--- config.mk ---
export PLATFORM = sky130hd
export DESIGN_NAME = mem_wb_stage
export DESIGN_NICKNAME = d
export VERILOG_FILES = /design/src/rtl/mem_wb_stage.sv
export SDC_FILE = /design/constraint.sdc
export NUM_CORES = 1
export LEC_CHECK = 0
export ABC_AREA = 0
export CORE_MARGIN = 4
export CORE_UTILIZATION = 50
export CTS_BUF_LIST = sky130_fd_sc_hd__clkbuf_16
export DETAILED_ROUTE_END_ITERATION = 7
export HOLD_SLACK_MARGIN = 0.05
export PLACE_DENSITY_LB_ADDON = 0.25
export SYNTH_ARGS = -nofsm -noshare
export SYNTH_HDL_FRONTEND = slang
export SYNTH_SLANG_ARGS = --single-unit
--- constraint.sdc ---
create_clock -name clk -period 9.25 [get_ports clk]
set_input_delay 1.3875 -clock clk [delete_from_list [all_inputs] [get_ports clk]]
set_output_delay 1.3875 -clock clk [all_outputs]
set_load 0.05 [all_outputs]
--- src/rtl/mem_wb_stage.sv ---
// Memory/writeback stage: issues loads/stores on a req/ack data-memory port and
// drives the registered register-file write port consumed by decode.
module mem_wb_stage #(
    parameter int DATA_W     = 32,
    parameter int ADDR_W     = 5,
    parameter int MEM_ADDR_W = 32
) (
    input  logic                  clk,
    input  logic                  reset,
    input  logic                  valid_i,
    input  logic [DATA_W-1:0]     alu_result_i,
    input  logic [DATA_W-1:0]     store_data_i,
    input  logic [ADDR_W-1:0]     rf_waddr_i,
    input  logic                  rf_we_i,
    input  logic                  mem_we_i,
    input  logic                  mem2rf_i,
    output logic                  dmem_req_o,
    output logic                  dmem_we_o,
    output logic [MEM_ADDR_W-1:0] dmem_addr_o,
    output logic [DATA_W-1:0]     dmem_wdata_o,
    input  logic                  dmem_ack_i,
    input  logic [DATA_W-1:0]     dmem_rdata_i,
    output logic [ADDR_W-1:0]     rf_waddr_o,
    output logic [DATA_W-1:0]     rf_wdata_o,
    output logic                  rf_we_o,
    output logic                  busy_o
);

    typedef enum logic {IDLE, REQ} state_t;

    state_t                  state_q, state_d;
    logic                    dmem_req_q, dmem_req_d;
    logic                    dmem_we_q, dmem_we_d;
    logic [MEM_ADDR_W-1:0]   dmem_addr_q, dmem_addr_d;
    logic [DATA_W-1:0]       dmem_wdata_q, dmem_wdata_d;
    logic                    rf_we_q, rf_we_d;
    logic [ADDR_W-1:0]       rf_waddr_q, rf_waddr_d;
    logic [DATA_W-1:0]       rf_wdata_q, rf_wdata_d;
    logic                    pend_load_q, pend_load_d;
    logic [ADDR_W-1:0]       pend_waddr_q, pend_waddr_d;
    logic                    dfr_vld_q, dfr_vld_d;
    logic [ADDR_W-1:0]       dfr_waddr_q, dfr_waddr_d;
    logic [DATA_W-1:0]       dfr_wdata_q, dfr_wdata_d;

    logic completing;
    logic accept;
    logic mem_op;
    logic port_taken;

    assign busy_o     = (state_q == REQ) && !dmem_ack_i;
    assign completing = (state_q == REQ) && dmem_ack_i;
    assign accept     = valid_i && !busy_o;
    assign mem_op     = mem_we_i || mem2rf_i;

    // The write port is taken by a completing load (non-x0) or by a deferred ALU result.
    assign port_taken = (completing && pend_load_q && (pend_waddr_q != '0)) || dfr_vld_q;

    always_comb begin
        state_d      = state_q;
        dmem_req_d   = dmem_req_q;
        dmem_we_d    = dmem_we_q;
        dmem_addr_d  = dmem_addr_q;
        dmem_wdata_d = dmem_wdata_q;
        rf_we_d      = 1'b0;
        rf_waddr_d   = rf_waddr_q;
        rf_wdata_d   = rf_wdata_q;
        pend_load_d  = pend_load_q;
        pend_waddr_d = pend_waddr_q;
        dfr_vld_d    = dfr_vld_q;
        dfr_waddr_d  = dfr_waddr_q;
        dfr_wdata_d  = dfr_wdata_q;

        if (completing) begin
            state_d    = IDLE;
            dmem_req_d = 1'b0;
            if (pend_load_q) begin
                rf_we_d    = (pend_waddr_q != '0);
                rf_waddr_d = pend_waddr_q;
                rf_wdata_d = dmem_rdata_i;
            end
        end else if (dfr_vld_q) begin
            rf_we_d    = 1'b1;
            rf_waddr_d = dfr_waddr_q;
            rf_wdata_d = dfr_wdata_q;
            dfr_vld_d  = 1'b0;
        end

        if (accept) begin
            if (mem_op) begin
                state_d      = REQ;
                dmem_req_d   = 1'b1;
                dmem_we_d    = mem_we_i;
                dmem_addr_d  = alu_result_i[MEM_ADDR_W-1:0];
                dmem_wdata_d = store_data_i;
                pend_load_d  = mem2rf_i && !mem_we_i;
                pend_waddr_d = rf_waddr_i;
            end else if (port_taken) begin
                // Single write port: an ALU result colliding with a load completion
                // (or an older deferred result) is emitted one edge later, in order.
                if (rf_we_i && (rf_waddr_i != '0)) begin
                    dfr_vld_d   = 1'b1;
                    dfr_waddr_d = rf_waddr_i;
                    dfr_wdata_d = alu_result_i;
                end
            end else begin
                rf_we_d    = rf_we_i && (rf_waddr_i != '0);
                rf_waddr_d = rf_waddr_i;
                rf_wdata_d = alu_result_i;
            end
        end
    end

    always_ff @(posedge clk or negedge reset) begin
        if (!reset) begin
            state_q      <= IDLE;
            dmem_req_q   <= 1'b0;
            dmem_we_q    <= 1'b0;
            dmem_addr_q  <= '0;
            dmem_wdata_q <= '0;
            rf_we_q      <= 1'b0;
            rf_waddr_q   <= '0;
            rf_wdata_q   <= '0;
            pend_load_q  <= 1'b0;
            dfr_vld_q    <= 1'b0;
        end else begin
            state_q      <= state_d;
            dmem_req_q   <= dmem_req_d;
            dmem_we_q    <= dmem_we_d;
            dmem_addr_q  <= dmem_addr_d;
            dmem_wdata_q <= dmem_wdata_d;
            rf_we_q      <= rf_we_d;
            rf_waddr_q   <= rf_waddr_d;
            rf_wdata_q   <= rf_wdata_d;
            pend_load_q  <= pend_load_d;
            dfr_vld_q    <= dfr_vld_d;
        end
    end

    // Payload registers are qualified by pend_load_q / dfr_vld_q and need no reset.
    always_ff @(posedge clk) begin
        pend_waddr_q <= pend_waddr_d;
        dfr_waddr_q  <= dfr_waddr_d;
        dfr_wdata_q  <= dfr_wdata_d;
    end

    assign dmem_req_o   = dmem_req_q;
    assign dmem_we_o    = dmem_we_q;
    assign dmem_addr_o  = dmem_addr_q;
    assign dmem_wdata_o = dmem_wdata_q;
    assign rf_we_o      = rf_we_q;
    assign rf_waddr_o   = rf_waddr_q;
    assign rf_wdata_o   = rf_wdata_q;

endmodule
After elaboration in Yosys (flattened, before gate mapping). Cells that the tools add are included.

Flip-flop bits (word level): 149. Latch bits: 0. Bits in writable memories: 0. Memory bits (read-only): 0. Input bits: 108. Logic and storage cells: 59. Memories kept: 0.

Add/sub/neg operators: 0. Multipliers: 0. Div/mod/pow operators: 0. Order comparisons: 0. Equal/unequal tests: 0. Shift operators: 0. Multiplexer cells: 29. Bitwise gates (word level): 1. Reduce and logical (&&, ||, !) cells: 16.

Operators with widths (number): 32-bit 2-to-1 mux (6); 5-bit 2-to-1 mux (6); 1-bit 2-to-1 mux (17); 5-bit nonzero test (2); 1-bit logical AND (7); 4-bit AND reduction (1); 1-bit zero test (3); 1-bit logical OR (2); 2-bit AND reduction (1); 1-bit inverter (1).

Longest topological paths before layout.
Word-level depth: 7. Depth in mapped cells: 7.

Worst setup path before layout. OpenSTA, ideal clock, no wires.

Path kind: input to register. From: input dmem_ack_i. To: register dfr_waddr_q[0], enable pin. Setup time: 0.488 ns. Arrival: 4.922 ns. Data required time: 8.762 ns. Path slack: 3.840 ns. Stages: 4. Cell sequence: nand2b_1 -> nand2_1 -> or4_1 -> a211oi_1.

Cells in the longest elaborated chain, start to end: 5. Elaborated cells between the ends (all ways): 9. Classes of those cells: reduce/logical: 9.

RTL lines: start, declared (line 21) `input logic dmem_ack_i,`; 1-bit zero test / 1-bit logical AND (equally long branches) (line 50, 51); 1-bit logical AND (on tied branches) (line 50, 56); 1-bit zero test / 1-bit logical AND (equally long branches) (line 52, 56); 1-bit logical AND / 1-bit logical OR (equally long branches) (line 52, 56); 4-bit AND reduction (no line) *; end signal, assigned (line 142) `dfr_waddr_q <= dfr_waddr_d;`; end, declared (line 42) `logic [ADDR_W-1:0] dfr_waddr_q, dfr_waddr_d;`.

Mark *: on every way between the ends. The rest lies on a longest branch, timed or not. A chain may end at the register's enable or synchronous reset.

Worst setup path in the final report.
From: input dmem_ack_i. To: output busy_o.

Cells in the longest elaborated chain, start to end: 2.

RTL lines: 1-bit zero test (line 50) `assign busy_o = (state_q == REQ) && !dmem_ack_i;`; 1-bit logical AND (line 50); end, declared (line 26) `output logic busy_o`.

Every way passes these cells.

==> results.txt <==
- Run status: complete, no violations
- Switching Share: approximately 36%
- First-pass DRT Iterations: 5
- Cell variety after synth: 30
- Max Freq: roughly 230 MHz
- Cell taking the most area after synthesis: dfrtp_1
- All-Layer GR Usage: a little under a quarter
* Critical Path Sink Type: output port
- Top cell by count, worst path: clkdlybuf4s50_1
- GRT overflow: 0
- Syn-to-layout area delta: 42.9%
* Cells on worst reg2reg path: 5
* EDFF count, synth: 42
- The setup path with the least slack is of type in -> out.
- Input and output buffers added on the ports amount to 212.
* Count of antenna diodes in the layout: 0
* Share of the yosys chip area belonging to registers: between 60 and 70%
- Cells taking the most area after synthesis: dfrtp_1 41%, edfxtp_1 19%, mux2_2 9.5%, o221a_1 6.4%, mux2_1 4.7%
* CTS clk-pin slew, worst paths: roughly 60 ps
- Share of layout cells above drive strength 1: between 10% and 20%
* Row cnt: between 40 and 50
* Detailed Route Iter0 Violations: 237
- Critical path destination: busy_o
- In the synthesized netlist the dominant register cell turns out to be dfrtp_1.
* Number of setup violations in the final report: 0
* Crit-path max cell delay: between 800 and 900 ps
- Global-route wire length before repair: between 20000 and 30000 um
* TritonCTS Buffers: 17
- The worst register-to-register path ends at dfr_wdata_q[0].
* FF-to-FF Start: state_q
* Number of buffers added to fix hold violations after cts: 0
* Origin of the worst setup path: dmem_ack_i
* Area inside the core boundary: roughly 13000 sq um
- For this run, the number of Yosys warnings is 0.
* Final non-filler cell total: ~820
- The congestion estimate from routability-driven global placement came to 0.767.
- The routed design has about 16000 um of wire.
- In this run the clock root is driven by a clkbuf_16.
- Mean Syn Cell Area: ~15 sq um
- Cell-internal power: 1.59 mW
* Leading cell types by count after synthesis: 107 x dfrtp_1, 55 x mux2_2, 42 x edfxtp_1
- Data on the critical path is required at its endpoint by roughly 7900 ps.
- Post-Synthesis Cell Area: around 6500 sq um
- Final cycle utilization of the critical path: a little under half
* Part of the total power dissipated in sequential elements: approximately 34%
- Final number of max-transition violations: 0
* Clock latency reported for the late side of the worst-skew pair: ~420 ps
* Cell with the largest stage delay on the worst path: clkdlybuf4s50_1
* Initial antenna violation count: 0
- Ordered list of cells on the worst path: clkdlybuf4s50_1 -> nand2b_1 -> inv_1 -> clkdlybuf4s50_1
- Layout Nets: 738
- Measured against its own limit, the worst slew margin works out to 42.0%.
* Synthesized flop and latch total: around 150
- The H-tree was split into 4 levels.
* Total nets after synthesis: roughly 530
- Placed wire-length estimate: approximately 11000 um
- Starting Density: between 50% and 60%
- Buffer depth of the longest clock path: 2
- After layout, the design draws a total of between 2 and 2.5 mW.
- TritonCTS built the clock tree.
- Final Hold Fails: 0
- Hold timing on the final database bottoms out at a slack of just under 500 ps.
- Synthesis handed over a netlist of around 420 instances.
- Number of remaining DRC errors: 0
* Remaining antenna violation count after routing: 0
- The tool flagged a number of max-cap violations equal to 0.
- Setup TNS: 0 ps
- Chip height: 122 um
* NetSw: 0.900 mW
- In this run, post-CTS repair resized a total of 0 instances.
- The worst hold path belongs to the class reg -> reg.
- In this run the horizontal extent of the chip is about 120 um.
- Most used standard cell by instance count after synthesis: dfrtp_1
* Reg2reg setup slack: around 6500 ps
- Via count of the routed design: 4375
- Once the clock tree was built, the setup fixing pass inserted 0 buffers.
- The via count of the first global-routing pass came to about 4900.
* Type of origin of the critical path: primary input
- Drt wl/cell: 20.1 um
* Pwr/cell area: about 270 nW/um^2
* Clock skew after layout: between 6 and 7 ps
- Tightest Pin Transition: approximately 870 ps
* Die footprint: 14900 sq um
- Via/cell ratio: around 5.4
- Share of power burned in the clock network: between 20% and 30%
- Max Fanout on Critical Path: 4
- Worst vdd ir: 152 uV
* Logic pwr share: a little under two fifths
* Post-synth top area share: 41.2%
- In the synthesized netlist the async set-or-reset flop fraction comes to between 70% and 80%.
- Pin count of the biggest net entering global routing: approximately 70
* Minimum clock period: 4360 ps
- For this design the static power due to leakage is about 3.5 nW.
* Unrepaired setup endpoints after global routing: false
- In this run, placement finished with an instance count of ~780.
* I/O pins: 213
- Clock tree sinks: approximately 150
* Crit path DAT: roughly 3000 ps
==> critical path, delay by kind of cell <==
kind / cells / cell delay (ps)
buffers and inverters: 3 / 1370
AND/OR/NAND/NOR: 1 / 220
==> power by group through the flow <==
stage | logic, mW | registers, mW | clock network (mW)
after floorplan | 0.226 | 1.25 | 0
after global placement | 0.942 | 0.862 | 0
after detailed placement | 0.953 | 0.870 | 0
after CTS | 0.959 | 0.859 | 0.694
after global routing | 0.990 | 0.873 | 0.726
final | 0.952 | 0.858 | 0.684
==> metrics by stage <==
| stage | setup WS (ps) | instance area [sq um] | utilization, % |
|---|---|---|---|
| detailed placement | 4900 | 8680 | 68.5 |
| global route | 4860 | 9280 | 73.2 |
| floorplan | 3840 | 6490 | - |
| CTS | 4890 | 9280 | 73.2 |
| global placement | 4940 | 8680 | 68.5 |
| finish | 4890 | 9280 | 73.2 |
==> cell usage in the layout, fill, tap and decap left out, drive strengths merged, types with 2 or more instances in the layout <==
master | synthesis | final
nor4 | 2 | 2
buf | 18 | 8
a21oi | 4 | 4
or4 | 2 | 2
edfxtp | 42 | 42
o21ai | 2 | 2
clkdlybuf4s50 | 0 | 211
clkinv | 0 | 8
clkbuf | 14 | 17
inv | 2 | 3
bufinv | 0 | 3
and2 | 2 | 2
dfrtp | 107 | 107
nand3b | 37 | 37
clkinvlp | 0 | 3
nand2 | 9 | 9
mux2 | 102 | 102
o221a | 37 | 37
nand2b | 38 | 38
==> registers in the layout, indices dropped and copies added, names as in the netlist, 5 cells and up <==
register and count:
dfr_waddr_q 5, dfr_wdata_q 32, dmem_addr_o 32, dmem_wdata_o 32, pend_waddr_q 5, rf_waddr_o 5, rf_wdata_o 32
==> worst min-delay path by stage <==
| stage | slack, ps | to | depth (start not counted) | start |
|---|---|---|---|---|
| 6_report | 490 | dmem_wdata_o[25] | 1 | dmem_wdata_o[25] |
| 5_1_grt | 520 | dmem_wdata_o[25] | 1 | dmem_wdata_o[25] |
| 4_1_cts | 490 | dmem_wdata_o[25] | 1 | dmem_wdata_o[25] |
| 3_5_place_dp | 480 | dmem_wdata_o[25] | 1 | dmem_wdata_o[25] |
| 3_3_place_gp | 460 | dmem_req_o | 2 | dmem_req_o |
| 2_1_floorplan | 550 | state_q | 2 | state_q |
==> metal layers <==
layer / part of all wire (%) / vias to the layer above / global-route usage, % / wire length (um)
met1: 39 / 2180 / 27.2 / 6430
met5: 0 / - / 0 / 0
met3: 11 / 12 / 10.2 / 1740
met2: 49 / 185 / 37.7 / 8000
met4: 1.1 / 0 / 7.56 / 179
li1: - / 1998 / - / -
==> cells by family (layout without fill, tap and decap cells) <==
kind of cell	Yosys count	after routing	synth area share (%)
flip-flops	149	149	60.7
multiplexers	102	102	18.9
buffers and inverters	34	253	3.45
AND/OR/NAND/NOR	92	92	9.60
AO/OA/AOI/OAI	47	47	7.42
==> layout make-up <==
cell class              count  area, sq um
clock buffers              17          425
clock inverters            15          165
fillers                   864         3400
inverters                   2         7.51
multi-input cells         241         2350
flip-flops and latches    149         3940
well taps                 172          215
repair buffers            219         2170
Power figures use the tool's default switching activity.
